[src/rtl/ir_frame_receiver.sv]
// Pulse-width IR frame decoder: 4T start, T pauses, T/2T bits,
// frame ends on a long high; one-deep valid/ready output slot.
module ir_frame_receiver #(
  parameter int          BASE_PULSE_WIDTH = 30000,
  parameter int          TOL_PCT          = 10,
  parameter int          MAX_BITS         = 20,
  parameter logic [31:0] ACCEPT_MASK      = 32'h0010_9000
) (
  input  logic                clk,
  input  logic                rst_n,
  input  logic                ir,
  output logic [MAX_BITS-1:0] out_data,
  output logic [4:0]          out_len,
  output logic                out_valid,
  input  logic                out_ready,
  output logic                frame_err,
  output logic                overrun
);

  localparam int MIN1 = BASE_PULSE_WIDTH * (100 - TOL_PCT) / 100;
  localparam int MAX1 = BASE_PULSE_WIDTH * (100 + TOL_PCT) / 100;
  localparam int CNT_W = $clog2(4 * MAX1 + 2);

  localparam logic [CNT_W-1:0] C_MIN1 = CNT_W'(MIN1);
  localparam logic [CNT_W-1:0] C_MAX1 = CNT_W'(MAX1);
  localparam logic [CNT_W-1:0] C_MIN2 = CNT_W'(2 * MIN1);
  localparam logic [CNT_W-1:0] C_MAX2 = CNT_W'(2 * MAX1);
  localparam logic [CNT_W-1:0] C_MIN4 = CNT_W'(4 * MIN1);
  localparam logic [CNT_W-1:0] C_MAX4 = CNT_W'(4 * MAX1);
  localparam logic [CNT_W-1:0] C_ONE  = CNT_W'(1);

  typedef enum logic [2:0] {
    S_IDLE,
    S_START,
    S_PAUSE,
    S_BIT,
    S_WAIT
  } state_t;

  logic [1:0]          r_sync;
  state_t              r_state;
  logic [CNT_W-1:0]    r_cnt;
  logic [4:0]          r_nbits;
  logic [MAX_BITS-1:0] r_shift;
  logic [MAX_BITS-1:0] r_data;
  logic [4:0]          r_len;
  logic                r_valid;
  logic                r_err;
  logic                r_ovr;

  state_t              w_state_n;
  logic [CNT_W-1:0]    w_cnt_n;
  logic [4:0]          w_nbits_n;
  logic [MAX_BITS-1:0] w_shift_n;
  logic                w_err;
  logic                w_ovr;
  logic                w_load;

  logic                w_s_ir;
  logic [CNT_W-1:0]    w_cnt_inc;
  logic                w_in1;
  logic                w_in2;
  logic                w_in4;
  logic                w_slot;
  logic [MAX_BITS-1:0] w_one;

  assign w_s_ir    = r_sync[1];
  assign w_cnt_inc = (&r_cnt) ? r_cnt : r_cnt + C_ONE;
  assign w_in1     = (r_cnt >= C_MIN1) && (r_cnt <= C_MAX1);
  assign w_in2     = (r_cnt >= C_MIN2) && (r_cnt <= C_MAX2);
  assign w_in4     = (r_cnt >= C_MIN4) && (r_cnt <= C_MAX4);
  assign w_slot    = !r_valid || out_ready;
  assign w_one     = MAX_BITS'(1) << r_nbits;

  always_ff @(posedge clk or negedge rst_n) begin
    if (!rst_n) begin
      r_sync <= 2'b11;
    end else begin
      r_sync <= {r_sync[0], ir};
    end
  end

  always_comb begin
    w_state_n = r_state;
    w_cnt_n   = r_cnt;
    w_nbits_n = r_nbits;
    w_shift_n = r_shift;
    w_err     = 1'b0;
    w_ovr     = 1'b0;
    w_load    = 1'b0;
    unique case (r_state)
      S_IDLE: begin
        if (!w_s_ir) begin
          w_state_n = S_START;
          w_cnt_n   = C_ONE;
        end
      end
      S_START: begin
        if (!w_s_ir) begin
          w_cnt_n = w_cnt_inc;
          if (w_cnt_inc > C_MAX4) w_state_n = S_WAIT;
        end else if (w_in4) begin
          w_state_n = S_PAUSE;
          w_cnt_n   = C_ONE;
          w_nbits_n = 5'd0;
          w_shift_n = '0;
        end else begin
          w_state_n = S_IDLE;
        end
      end
      S_PAUSE: begin
        if (w_s_ir) begin
          w_cnt_n = w_cnt_inc;
          // a pause longer than 2T closes the frame
          if (w_cnt_inc > C_MAX2) begin
            w_state_n = S_IDLE;
            if (!ACCEPT_MASK[r_nbits]) w_err = 1'b1;
            else if (w_slot)           w_load = 1'b1;
            else                       w_ovr = 1'b1;
          end
        end else if (w_in1) begin
          w_state_n = S_BIT;
          w_cnt_n   = C_ONE;
        end else begin
          w_err     = 1'b1;
          w_state_n = S_WAIT;
        end
      end
      S_BIT: begin
        if (!w_s_ir) begin
          w_cnt_n = w_cnt_inc;
          if (w_cnt_inc > C_MAX2) begin
            w_err     = 1'b1;
            w_state_n = S_WAIT;
          end
        end else if (!(w_in1 || w_in2)) begin
          w_err     = 1'b1;
          w_state_n = S_IDLE;
        end else if (r_nbits == 5'(MAX_BITS)) begin
          w_err     = 1'b1;
          w_state_n = S_IDLE;
        end else begin
          if (!w_in1) w_shift_n = r_shift | w_one;
          w_nbits_n = r_nbits + 5'd1;
          w_cnt_n   = C_ONE;
          w_state_n = S_PAUSE;
        end
      end
      S_WAIT: begin
        if (w_s_ir) w_state_n = S_IDLE;
      end
      default: w_state_n = S_IDLE;
    endcase
  end

  always_ff @(posedge clk or negedge rst_n) begin
    if (!rst_n) begin
      r_state <= S_IDLE;
      r_cnt   <= '0;
      r_nbits <= 5'd0;
      r_shift <= '0;
      r_err   <= 1'b0;
      r_ovr   <= 1'b0;
    end else begin
      r_state <= w_state_n;
      r_cnt   <= w_cnt_n;
      r_nbits <= w_nbits_n;
      r_shift <= w_shift_n;
      r_err   <= w_err;
      r_ovr   <= w_ovr;
    end
  end

  always_ff @(posedge clk or negedge rst_n) begin
    if (!rst_n) begin
      r_data  <= '0;
      r_len   <= 5'd0;
      r_valid <= 1'b0;
    end else if (w_load) begin
      r_data  <= r_shift;
      r_len   <= r_nbits;
      r_valid <= 1'b1;
    end else if (r_valid && out_ready) begin
      r_valid <= 1'b0;
    end
  end

  assign out_data  = r_data;
  assign out_len   = r_len;
  assign out_valid = r_valid;
  assign frame_err = r_err;
  assign overrun   = r_ovr;

endmodule

[config.mk]
export PLATFORM = sky130hd
export DESIGN_NAME = ir_frame_receiver
export DESIGN_NICKNAME = d
export VERILOG_FILES = /design/src/rtl/ir_frame_receiver.sv
export SDC_FILE = /design/constraint.sdc
export NUM_CORES = 1
export LEC_CHECK = 0
export CAP_MARGIN = 0
export CORE_MARGIN = 2
export CORE_UTILIZATION = 30
export CTS_CLUSTER_DIAMETER = 60
export DETAILED_ROUTE_END_ITERATION = 7
export GPL_TIMING_DRIVEN = 0
export HOLD_SLACK_MARGIN = 0.06
export SLEW_MARGIN = 0
export SYNTH_ARGS = -nofsm -noshare
export SYNTH_HDL_FRONTEND = slang
export SYNTH_SLANG_ARGS = --single-unit
export TNS_END_PERCENT = 50
[constraint.sdc]
create_clock -name clk -period 4.21 [get_ports clk]
set_input_delay 0.6315 -clock clk [delete_from_list [all_inputs] [get_ports clk]]
set_output_delay 0.6315 -clock clk [all_outputs]
set_load 0.02 [all_outputs]
* After elaboration in Yosys (flattened, before gate mapping)
Memory sizes are Yosys's and may differ from the RTL's. Cells that the tools add are included.
Word-level totals: bits in registers 76, bits in latches 0, RAM bits 0, bits in read-only memories 32, input bits 4, output and inout port bits 28, logic and storage cells 118, memories 1
Memory list:
- (no name shown) | words 32, width 1, read ports 1, clocked after Yosys merged registers in 0, wr ports 0, line 117 | if (!ACCEPT_MASK[r_nbits]) w_err = 1'b1;
Cells by class: add/sub/neg operators 2, multipliers 0, div/mod/pow operators 0, magnitude comparators 9, equality and inequality tests 20, shift-type cells 1, muxes and demuxes 58, bitwise gates (word level) 1, reductions and logical operators 16
Operators with widths (count):
- 2-to-1 mux 18 bit | 9
- 2-to-1 mux 20 bit | 6
- one-hot mux 18 bit (4 select lines) | 1
- one-hot mux 20 bit (2 select lines) | 1
- 2-to-1 mux 3 bit | 9
- 2-to-1 mux 5 bit | 5
- 2-to-1 mux 1 bit | 21
- inequality test 3 bit (second input constant) | 7
- OR 20 bit | 1
- left shift 1 x 5 -> 20 bit (first input constant) | 1
- adder 18 x 1 -> 18 bit (second input constant) | 1
- greater-or-equal comparator 18 x 15 -> 1 bit (second input constant) | 1
- greater-or-equal comparator 18 x 16 -> 1 bit (second input constant) | 1
- greater-or-equal comparator 18 x 17 -> 1 bit (second input constant) | 1
- greater-than comparator 18 x 17 -> 1 bit (second input constant) | 1
- greater-than comparator 18 bit (second input constant) | 1
- <= comparator 18 x 16 -> 1 bit (second input constant) | 1
- <= comparator 18 x 17 -> 1 bit (second input constant) | 1
- <= comparator 18 bit (second input constant) | 1
- AND reduction 18 bit | 1
- inequality test 2 bit (second input constant) | 8
- one-hot mux 3 bit (5 select lines) | 1
- AND reduction 6 bit | 2
- one-hot mux 5 bit (2 select lines) | 1
- other kinds (16) | 24

* Longest topological paths before layout
word-level depth 8, gate-level depth with buffers 11, gate-level depth less buffers 9

* Worst setup path after synthesis
OpenSTA, ideal clock, no wires.
path type register to register, start reg r_cnt[0], end reg r_data[0] (netlist: out_data[0]), library setup time 125 ps, data arrival time 2786 ps, data required time 4085 ps, setup slack 1299 ps, cell stages (with the launch flop) 11, path buffers 2, period minus slack after synthesis 2911 ps, cell sequence dfrtp_1 -> ha_1 -> buf_4 -> nand3_2 -> or3_4 -> nor4_4 -> mux2i_1 -> o211ai_2 -> o311ai_4 -> buf_6 -> mux2_4
Between the ends: word-level cells in the longest chain between the ends 6, elaborated cells on any way between the ends 7, those cells by class 1 x add/sub; 1 x order compare; 4 x mux; 1 x reduce/logical
RTL lines:
- from (decl) | line 42 | logic [CNT_W-1:0] r_cnt;
- from (signal assigned) | line 166 | r_cnt <= w_cnt_n;
- adder 18 x 1 -> 18 bit or AND reduction 18 bit (tied branches) | line 68 | assign w_cnt_inc = (&r_cnt) ? r_cnt : r_cnt + C_ONE;
- 2-to-1 mux 18 bit * | line 68
- greater-than comparator 18 x 17 -> 1 bit * | line 115 | if (w_cnt_inc > C_MAX2) begin
- 2-to-1 mux 1 bit * | line 115
- 2-to-1 mux 1 bit * | line 112 | if (w_s_ir) begin
- 2-to-1 mux 1 bit * | line 91 | unique case (r_state)
- to (signal assigned) | line 180 | r_data <= r_shift;
- to (decl) | line 45 | logic [MAX_BITS-1:0] r_data;
Mark *: on every way between the ends. The rest lies on a longest branch, timed or not. A chain may end at the register's enable or synchronous reset.

* Worst setup path in the final report
start reg r_cnt[0], end reg r_data[8] (netlist: out_data[8])
Same word-level chain as after synthesis.

==> metrics.txt <==
run status=finished, final reports clean; multi-input logic area=approximately 2200 µm²; root buffer cell=clkbuf_16; highest clock rate=between 200 and 300 MHz; DRT antenna net count=0; dpl cell area=about 5000 µm²; Worst-path clk slew=around 0.070 ns; Data required, critical path=around 4.4 ns; min Tclk post-route=between 3 and 4 ns; synthesis warning total=0; Inserted Clock Buffers=9; cells after synthesis=454; crit-path cells=ha_1, buf_4, nand3_2, or3_4, nor4_4, mux2i_1, o211ai_2, o311ai_4, buf_6, mux2_4; Worst Reg-to-Reg Cells=10; hold buffer count at cts=0; CP max stage cell=or3_4; Top FF cell, synth=dfrtp_1; Vias/cell=5.362; post-route cell area=roughly 5200 µm²; Setup CP Type=reg2reg; DIE HEIGHT=roughly 120 µm; synthesized area=approximately 4400 µm²; H-tree levels=3; number of setup buffers added after CTS=0; drt wl/cell=about 16 µm; Tcrit/Tclk final=around 84%; PortBufs=31; Synth Register Bits=76; CP arrival=around 3.8 ns; Ports=32; total number of vias=between 3000 and 4000; pre-CTS setup slack=0.7229 ns; final worst slack=slightly below 0.7 ns; Post-DP HPWL=roughly 8200 µm; Die Wd=around 120 µm; first-pass GRT wire length=between 15000 and 20000 µm; total of max-cap violations=0; largest net degree at the start of global routing=70; final hold viol count=0; Leakage=approximately 0.0023 µW; First-pass DRT Iterations=4; RSZ-0062 raised after global routing=false; Yosys top cell area share=between 40% and 50%; CTS tree=built; Max Clock Skew=0.009492 ns; layout cells sized above 1=between 10% and 20%; Fill cells=roughly 1500; Initial DRC Count=a little under 200; storage element area=1904 µm²; Pins Over Slew Limit=0; Least-Margin Pin Slew=roughly 0.88 ns; Synth top cells by count=74 x dfrtp_1, 51 x nand2_1, 42 x o21ai_0, 21 x nor2_1, 19 x clkbuf_1; initial antenna violation count=0; final layout net count=~500; HP Class=in2async; post_cts resized=0; Clk Latency, worst-skew pair=~0.35 ns; synth unique cells=70; VDD IR max=0.2476 mV; GP Congestion=0.8947; Slew HR=between 40% and 50%; Avg Inst Size Synth=roughly 9.6 µm²; Core ar.=between 10000 and 15000 µm²; placement row count=44; grt ovf=0; EDFF count, synth=0; Seq/Total Area, Yosys=43.54%; Max Root-Sink Buffers=2; die area=between 15000 and 20000 µm²; GRT Total Usage=14.69%; final setup violation count=0; Initial Util=30.44%; biggest area consumer among synthesized cells=dfrtp_1; vias in the first global route=about 3400; Power Dens Cells=a little under 400 nW/µm²; startpoint types=register; Post-synth ARST share=between 90% and 100%; synth top area cells=dfrtp_1 42%, mux2_4 6.2%, o21ai_0 4.8%, nand2_1 4.4%, ha_1 2.3%; most common cell in the synthesized netlist=dfrtp_1; CP Max Fanout=10; Net Count, Synth=around 470; synth-to-layout area growth=19.65%; CP Capture Type=register; Remaining DRCs=0; DRT Wirelength=roughly 11000 µm; CTS Sinks=76; ant diodes=0; CP max stage delay=between 0.4 and 0.5 ns
==> cell type report <==
cell class / count / area share, %
Buffer: 32 / 3.132
Clock buffer: 9 / 4.303
Clock inverter: 7 / 1.315
Inverter: 18 / 1.291
Multi-Input combinational cell: 328 / 42.77
Sequential cell: 76 / 36.39
Tap cell: 184 / 4.399
Timing Repair Buffer: 32 / 6.407
==> kinds of logic after synthesis <==
group                      Yosys count  synth area share, %
buffers and inverters               50                5.291
xor gates and xnor gates             1               0.2003
adders and majority gates            8                2.288
DFF                                 76                43.54
AOI/OAI and AO/OA                  129                20.62
and+or+nand+nor                    162                19.45
muxes                               28                8.610
==> through the flow <==
| stage | hold slack, ns | power [µW] | std cells | utilization, % | TNS, ns |
|---|---|---|---|---|---|
| final | 0.09931 | 2061 | 686 | 36.42 | 0 |
| after global routing | 0.09623 | 2157 | 686 | 36.42 | 0 |
| after CTS | 0.09699 | 2074 | 686 | 36.42 | 0 |
| after detailed placement | 0.3513 | 1299 | 670 | 34.38 | 0 |
| after global placement | 0.3497 | 1281 | 669 | 34.20 | -6.806 |
| after floorplan | 0.3359 | 1136 | 454 | - | 0 |
==> critical path: cells and delay by family (launching register included) <==
| family | cells | cell delay (ns) |
|---|---|---|
| adder cells (fa/ha/maj) | 1 | 0.19 |
| AO/OA/AOI/OAI | 2 | 0.62 |
| multiplexers | 2 | 0.68 |
| buffers and inverters | 2 | 0.42 |
| AND/OR/NAND/NOR | 3 | 1.04 |
| flip-flops | 1 | 0.45 |
==> registers in the layout, summed over array words and instances (netlist names) <==
signal / cells
frame_err: 1
out_data: 20
r_sync: 2
overrun: 1
r_shift: 20
r_state: 3
r_nbits: 5
r_cnt: 18
out_valid: 1
out_len: 5
==> report_power, final <==
| part | leakage, µW | total, µW | switching, µW | internal, µW |
|---|---|---|---|---|
| clock network | 0.000137 | 769 | 355 | 414 |
| logic | 0.00107 | 508 | 342 | 166 |
| registers | 0.00104 | 784 | 22.2 | 762 |
==> metal layers <==
metal	vias to the layer above	track usage, %	wire length [µm]
met5	-	0	0
met4	0	5.288	299
met3	24	3.737	557
met2	122	24.04	5384
met1	1764	18.78	5023
li1	1768	-	-
==> cell usage in the layout (no fill, tap or decap), types with 6 or more instances in the layout <==
master / instances
nand3_1: 17
and3_1: 8
mux2_4: 18
inv_1: 17
clkbuf_1: 19
nor3_1: 13
nand4_1: 6
clkbuf_16: 9
dfrtp_1: 74
nor4_1: 8
a21oi_1: 14
nand2_1: 51
ha_1: 8
o21ai_0: 42
o31ai_1: 10
buf_2: 7
clkdlybuf4s50_1: 30
nor2_1: 21
a31oi_1: 8
==> path summary, 6_finish.rpt <==
| check | start | to | slack [ns] |
|---|---|---|---|
| setup / recovery | r_cnt[0] | out_data[8] | 0.68 |
| hold / removal | rst_n | r_shift[17] | 0.1 |
| setup reg to reg | r_cnt[0] | out_data[8] | 0.68 |
| hold reg to reg | r_sync[0] | r_sync[1] | 0.36 |
| max in group asynchronous | rst_n | r_sync[1] | 3.53 |
| min in group clk | r_sync[0] | r_sync[1] | 0.36 |
No activity file was read; power rests on OpenSTA's default activity.
